### config.mk
export PLATFORM = sky130hd
export DESIGN_NAME = prsim_dualrail_sink
export DESIGN_NICKNAME = d
export VERILOG_FILES = /design/src/rtl/prsim_dualrail_sink_pkg.sv /design/src/rtl/prsim_dualrail_sink_fifo.sv /design/src/rtl/prsim_dualrail_sink.sv
export SDC_FILE = /design/constraint.sdc
export NUM_CORES = 1
export LEC_CHECK = 0
export ABC_AREA = 1
export BUFFER_PORTS_ARGS = -buffer_cell sky130_fd_sc_hd__clkbuf_2
export CAP_MARGIN = 20
export CORE_AREA = 3 3 91 93
export DETAILED_ROUTE_END_ITERATION = 10
export DIE_AREA = 0 0 94 96
export PLACE_DENSITY = 0.81
export SYNTH_ARGS = -nofsm -noshare
export SYNTH_HDL_FRONTEND = slang
export SYNTH_SLANG_ARGS = --single-unit
export TNS_END_PERCENT = 50
### constraint.sdc
create_clock -name clk -period 2.4 [get_ports clk]
set_input_delay 0.24 -clock clk [delete_from_list [all_inputs] [get_ports clk]]
set_output_delay 0.24 -clock clk [all_outputs]
set_load 0.005 [all_outputs]
### src/rtl/prsim_dualrail_sink_pkg.sv
// Shared definitions for the prsim dual-rail sink: FSM states, counter width
// and the dual-rail decode helpers.
package prsim_dualrail_sink_pkg;

  // Width of the accepted-token counter.
  localparam int TOK_CNT_W = 16;

  // Widest channel the decode helpers handle; callers zero-extend to this.
  localparam int DR_MAX_W = 64;

  // Receiver handshake states.
  typedef enum logic [1:0] {
    ST_IDLE         = 2'd0,
    ST_WAIT_VALID   = 2'd1,
    ST_ACK_HI       = 2'd2,
    ST_WAIT_NEUTRAL = 2'd3
  } sink_state_e;

  // True when each of the low 'width' bits has exactly one rail high.
  function automatic logic dr_valid(input logic [DR_MAX_W-1:0] t,
                                    input logic [DR_MAX_W-1:0] f,
                                    input int                  width);
    logic ok;
    ok = 1'b1;
    for (int i = 0; i < DR_MAX_W; i++) begin
      if (i < width) ok = ok & (t[i] ^ f[i]);
    end
    return ok;
  endfunction

  // True when every rail is low (the return-to-zero spacer).
  function automatic logic dr_neutral(input logic [DR_MAX_W-1:0] t,
                                      input logic [DR_MAX_W-1:0] f);
    return ~|(t | f);
  endfunction

  // True when any bit carries the forbidden t=f=1 code.
  function automatic logic dr_illegal(input logic [DR_MAX_W-1:0] t,
                                      input logic [DR_MAX_W-1:0] f);
    return |(t & f);
  endfunction

endpackage

### src/rtl/prsim_dualrail_sink_fifo.sv
// Token FIFO for the dual-rail sink: WIDTH x DEPTH, synchronous push/pop,
// extra pointer MSB distinguishes full from empty.
module prsim_dualrail_sink_fifo #(
  parameter int WIDTH = 8,
  parameter int DEPTH = 4
) (
  input  logic             clk,
  input  logic             rst_n,
  input  logic             push,
  input  logic [WIDTH-1:0] push_data,
  input  logic             pop,
  output logic             full,
  output logic             empty,
  output logic [WIDTH-1:0] head_data
);

  localparam int PW = $clog2(DEPTH);

  logic [WIDTH-1:0] mem [DEPTH];
  logic [PW:0]      wptr;
  logic [PW:0]      rptr;
  logic             do_push;
  logic             do_pop;

  assign empty   = (wptr == rptr);
  assign full    = (wptr[PW] != rptr[PW]) && (wptr[PW-1:0] == rptr[PW-1:0]);
  assign do_push = push && !full;
  assign do_pop  = pop && !empty;

  // Empty FIFO presents zero so the head output has a defined reset value.
  assign head_data = empty ? '0 : mem[rptr[PW-1:0]];

  // Storage write.
  // NOTE: the array has no reset; stale entries are never visible because
  // the head is masked while empty, and resetting it would only cost flops.
  always_ff @(posedge clk) begin
    if (do_push) mem[wptr[PW-1:0]] <= push_data;
  end

  // Pointer advance on accepted push/pop.
  // NOTE: state updates use <= so every flop samples pre-edge values,
  // regardless of the order the simulator evaluates these blocks.
  always_ff @(posedge clk or negedge rst_n) begin
    if (!rst_n) begin
      wptr <= '0;
      rptr <= '0;
    end else begin
      if (do_push) wptr <= wptr + 1'b1;
      if (do_pop)  rptr <= rptr + 1'b1;
    end
  end

endmodule

### src/rtl/prsim_dualrail_sink.sv
// Receiver for a four-phase dual-rail QDI channel from prsim: synchronises
// the rails, runs the ack handshake, buffers tokens and flags protocol errors.
module prsim_dualrail_sink
  import prsim_dualrail_sink_pkg::*;
#(
  parameter int WIDTH   = 8,
  parameter int DEPTH   = 4,
  parameter int TIMEOUT = 64
) (
  input  logic                 clk,
  input  logic                 rst_n,
  input  logic [WIDTH-1:0]     d_t,
  input  logic [WIDTH-1:0]     d_f,
  output logic                 ack,
  output logic                 out_valid,
  output logic [WIDTH-1:0]     out_data,
  input  logic                 out_ready,
  output logic [TOK_CNT_W-1:0] tok_count,
  output logic                 err_illegal,
  output logic                 err_stall
);

  localparam int                WAIT_W      = $clog2(TIMEOUT + 1);
  localparam logic [WAIT_W-1:0] TIMEOUT_CNT = WAIT_W'(TIMEOUT);

  logic [WIDTH-1:0]    t_meta, f_meta;
  logic [WIDTH-1:0]    t_sync, f_sync;
  logic [DR_MAX_W-1:0] t_ext, f_ext;
  logic                all_valid, all_neutral, any_illegal;

  sink_state_e         state, state_next;
  logic                ack_next;
  logic                push;
  logic                tok_inc;
  logic                waiting;
  logic                wait_hold;
  logic [WAIT_W-1:0]   wait_cnt, wait_cnt_next;

  logic                fifo_full, fifo_empty;

  // Two-flop synchroniser on every rail; prsim drives them asynchronously.
  always_ff @(posedge clk or negedge rst_n) begin
    if (!rst_n) begin
      t_meta <= '0;
      f_meta <= '0;
      t_sync <= '0;
      f_sync <= '0;
    end else begin
      t_meta <= d_t;
      f_meta <= d_f;
      t_sync <= t_meta;
      f_sync <= f_meta;
    end
  end

  // Dual-rail decode of the synchronised rails.
  // NOTE: every output of a combinational block gets a default first, so no
  // path leaves a signal unassigned and no latch is inferred.
  always_comb begin
    t_ext              = '0;
    f_ext              = '0;
    t_ext[WIDTH-1:0]   = t_sync;
    f_ext[WIDTH-1:0]   = f_sync;
    all_valid          = dr_valid(t_ext, f_ext, WIDTH);
    all_neutral        = dr_neutral(t_ext, f_ext);
    any_illegal        = dr_illegal(t_ext, f_ext);
  end

  // Handshake next-state and control strobes.
  always_comb begin
    state_next = state;
    ack_next   = ack;
    push       = 1'b0;
    tok_inc    = 1'b0;
    waiting    = 1'b0;
    wait_hold  = 1'b0;
    unique case (state)
      ST_IDLE: begin
        state_next = ST_WAIT_VALID;
      end
      ST_WAIT_VALID: begin
        waiting = 1'b1;
        if (fifo_full) begin
          // Withholding ack is the backpressure seen by prsim.
          wait_hold = 1'b1;
        end else if (all_valid) begin
          push       = 1'b1;
          ack_next   = 1'b1;
          state_next = ST_ACK_HI;
        end
      end
      ST_ACK_HI: begin
        tok_inc    = 1'b1;
        state_next = ST_WAIT_NEUTRAL;
      end
      ST_WAIT_NEUTRAL: begin
        waiting = 1'b1;
        if (all_neutral) begin
          ack_next   = 1'b0;
          state_next = ST_WAIT_VALID;
        end
      end
      default: begin
        ack_next   = 1'b0;
        state_next = ST_IDLE;
      end
    endcase
  end

  // Phase-wait counter: cleared on any state change, frozen under backpressure,
  // saturating at TIMEOUT.
  always_comb begin
    wait_cnt_next = wait_cnt;
    if (state_next != state) begin
      wait_cnt_next = '0;
    end else if (waiting && !wait_hold && (wait_cnt != TIMEOUT_CNT)) begin
      wait_cnt_next = wait_cnt + 1'b1;
    end
  end

  // State, ack, counters and sticky error flags.
  always_ff @(posedge clk or negedge rst_n) begin
    if (!rst_n) begin
      state       <= ST_IDLE;
      ack         <= 1'b0;
      wait_cnt    <= '0;
      tok_count   <= '0;
      err_illegal <= 1'b0;
      err_stall   <= 1'b0;
    end else begin
      state    <= state_next;
      ack      <= ack_next;
      wait_cnt <= wait_cnt_next;
      if (tok_inc)                       tok_count   <= tok_count + 1'b1;
      if (any_illegal)                   err_illegal <= 1'b1;
      if (wait_cnt_next == TIMEOUT_CNT)  err_stall   <= 1'b1;
    end
  end

  // Token buffer; the captured value is the true-rail word.
  prsim_dualrail_sink_fifo #(
    .WIDTH (WIDTH),
    .DEPTH (DEPTH)
  ) u_fifo (
    .clk       (clk),
    .rst_n     (rst_n),
    .push      (push),
    .push_data (t_sync),
    .pop       (out_ready),
    .full      (fifo_full),
    .empty     (fifo_empty),
    .head_data (out_data)
  );

  assign out_valid = !fifo_empty;

endmodule

==> parameters.txt <==
Parameter                              Value

Critical path
  Data arrival time of the critical path ... 1860 ps
  Type of the worst setup path ... flip-flop to output port
  Maximum fanout along the worst path ... 11
  Slack of the worst reg-to-reg path ... 470 ps
  R2r startpoint ... t_sync[4]$_DFF_PN0_
  Critical path startpoint ... u_fifo.rptr[1]$_DFFE_PN0P_
  Worst R2R Path Depth ... 7
  Critical Path End Type ... output port
  Type of origin of the critical path ... flip-flop
  Capture instance of the worst register-to-register path ... u_fifo.mem[0][0]$_DFFE_PP_
  Endpoint required time on the critical path ... 2160 ps

Timing
  Highest clock rate ... 0.477 GHz
  Clock period minus worst slack ... 2100 ps
  Portion of the clock cycle consumed by the worst path in the final layout ... 87.4%
  # setup viols final ... 0
  Actual slew at the worst max-slew pin ... 824 ps
  Setup repair after global routing missed its margin ... false
  Setup_tns ... 0 ps
  Worst clock skew ... 12.2 ps
  Setup slack after layout ... 302 ps
  Total count of hold-check failures in the final report ... 0
  Total count of max-transition violations in the final report ... 0
  Worst-case headroom to the max-slew limit ... 45.1%

Detailed routing
  Drt first pass iters ... 4
  Final routed wire length divided by cell count ... 13.2 um
  Vias per inst ... 4.92
  ANT nets after route ... 0
  DRT iter0 DRCs ... 158
  Number of remaining DRC errors ... 0
  Total wire length after detailed routing ... 7490 um
  Via Count ... 2790

Synthesis
  Proportion of netlist area held by the largest area contributor ... 37.9%
  Number of standard cells after synthesis ... 384
  Top cell types by occurrence after synthesis ... dfrtp_1 (66), nand2_1 (56), inv_1 (54)
  Netlist cell types ... 35
  Post-synthesis average cell area ... 11.4 um^2
  Leading area contributor after synthesis ... dfrtp_1
  Top cells by area, synth ... dfrtp_1 (38%), edfxtp_1 (22%), ha_1 (6.9%)
  Most frequent cell after synthesis ... dfrtp_1
  Area of the mapped netlist ... 4360 um^2
  Count of warnings emitted by yosys ... 0
  FF+latch count, synth ... 98
  Count of flip-flops with a built-in enable after synthesis ... 32
  Primary flip-flop cell chosen by synthesis mapping ... dfrtp_1
  Sequential share of the synthesized area ... 59.9%
  Net count of the mapped netlist ... 427
  Async set-reset flop share out of synthesis ... 67.3%

Clock network
  Clock insertion delay at the later pin of the skew report ... 360 ps
  Clock tree from TritonCTS ... done
  Sinks on the clock net ... 98
  Number of buffers on the longest clock path ... 2
  Number of buffers created by CTS ... 9
  H-tree Lvls ... 3
  CTS root buf ... clkbuf_8
  Clock slew at the register clock pins of the worst setup and hold paths ... 100 ps

Global route
  Initial antenna violation count ... 0
  Global-route wire length before repair ... 12600 um
  Pin count of the biggest net entering global routing ... 67
  Overflow left after global routing ... 0
  Number of global-route vias before repair ... 2742
  Gr usage total ... 18.3%

Layout
  Ant diodes ... 0
  Fraction of layout instances using a drive strength above 1 ... 23.9%
  Non-filler cells, final ... 567
  Post-Layout Inst Area ... 5110 um^2
  Number of nets in the layout ... 503
  Layout area overhead ... 17.2%

Placed design
  Detail Placement HPWL ... 5110 um
  Pre-CTS WS ... 490 ps
  RePlAce Congestion ... 0.822
  Input/output buffers ... 46
  Cell Count Post-Placement ... 533
  Post-DP Area ... 4730 um^2

Floorplan
  Horizontal die dimension ... 94 um
  Total number of placement rows ... 32
  Vertical extent of the die ... 96 um
  Area of the die ... 9020 um^2
  IO Pins ... 47
  Core footprint ... 7610 um^2
  Effective utilization at floorplan ... 57.3%

Pwr
  Power per Cell Area ... 881 nW/um^2
  IR drop worst, VDD ... 0.479 mV
  Overall power of the completed layout ... 4500 uW
  Leak pwr ... 0.00254 uW

Job
  Max-capacitance violation count ... 0

Hold path
  Worst Hold Class ... input port to asynchronous set/reset pin

Run status
  Outcome ... finished, final reports clean
routing by layer:
metal | vias to the layer above | wire length [um] | track usage [%]
li1 | 1383 | - | -
met2 | 59 | 3740 | 29.3
met1 | 1335 | 3300 | 24.0
met3 | 13 | 272 | 3.13
met4 | 0 | 172 | 9.99
met5 | - | 0 | 0
stage by stage:
step | hold slack (ps) | utilization, %
3_3_place_gp | 333 | 62.2
4_1_cts | 80.6 | 67.0
2_1_floorplan | -55.6 | -
6_report | 58.5 | 67.2
5_1_grt | 131 | 67.2
3_5_place_dp | 335 | 62.2
registers in the layout, summed over array words and instances (netlist names), 7 cells and up:
register / cells
f_meta: 8
f_sync: 8
t_meta: 8
t_sync: 8
tok_count: 16
u_fifo.mem: 32
wait_cnt: 7
worst max-delay path by stage:
| stage | endpoint | slack, ps | cells past startpoint |
|---|---|---|---|
| after floorplan | u_fifo.mem[0][0]$_DFFE_PP_ | 490 | 6 |
| after global placement | u_fifo.mem[3][4]$_DFFE_PP_ | 530 | 7 |
| after detailed placement | u_fifo.mem[1][4]$_DFFE_PP_ | 490 | 7 |
| after CTS | out_data[0] | 80 | 7 |
| after global routing | out_data[3] | 200 | 8 |
| final | out_data[0] | 300 | 8 |
worst max-delay path: stages (launching register included):
cell and delay (ps):
dfrtp_1 640, clkinv_4 200, nand2_4 100, nand2_4 70, nand4_1 90, buf_4 180, nand2_1 70, inv_1 60
clkbuf_2 100
power by group:
| group | switching (uW) | internal, uW |
|---|---|---|
| Combinational | 827 | 556 |
| Sequential | 179 | 1870 |
| Clock | 549 | 520 |
| Total | 1560 | 2940 |
logic make-up (layout without fill, tap and decap cells):
logic type,Yosys count,in the layout,synth area share (%)
compound gates,28,28,3.44
xor+xnor,23,23,4.62
fa+ha+maj,24,24,6.89
buf+inv,67,148,6.40
flops,98,98,59.9
simple gates,144,144,18.7
placed cells by master (no fill, tap or decap), drive strengths merged, types with 8 or more instances in the layout:
master and n:
edfxtp 32, nand4 9, nand2 71, nor2 36
dfrtp 66, xor2 16, o22ai 8, inv 61
clkbuf 57, o21ai 18, buf 8, ha 24
dlygate4sd3 16, nand3 18
area by class of cell:
class | count | area, um^2
Multi-Input combinational cell | 219 | 1470
Clock buffer | 11 | 141
Tap cell | 102 | 128
Timing Repair Buffer | 70 | 450
Sequential cell | 98 | 2610
Inverter | 62 | 244
Fill cell | 570 | 2500
Clock inverter | 5 | 63.8
what timing repair did:
action	4_1_cts	5_1_grt
hold buffers	16	0
resized for setup	0	0
setup endpoints to repair	0	8
setup buffers	0	2
endpoints found under the hold margin	16	0
Note: power is estimated with default switching activity, not from simulation.
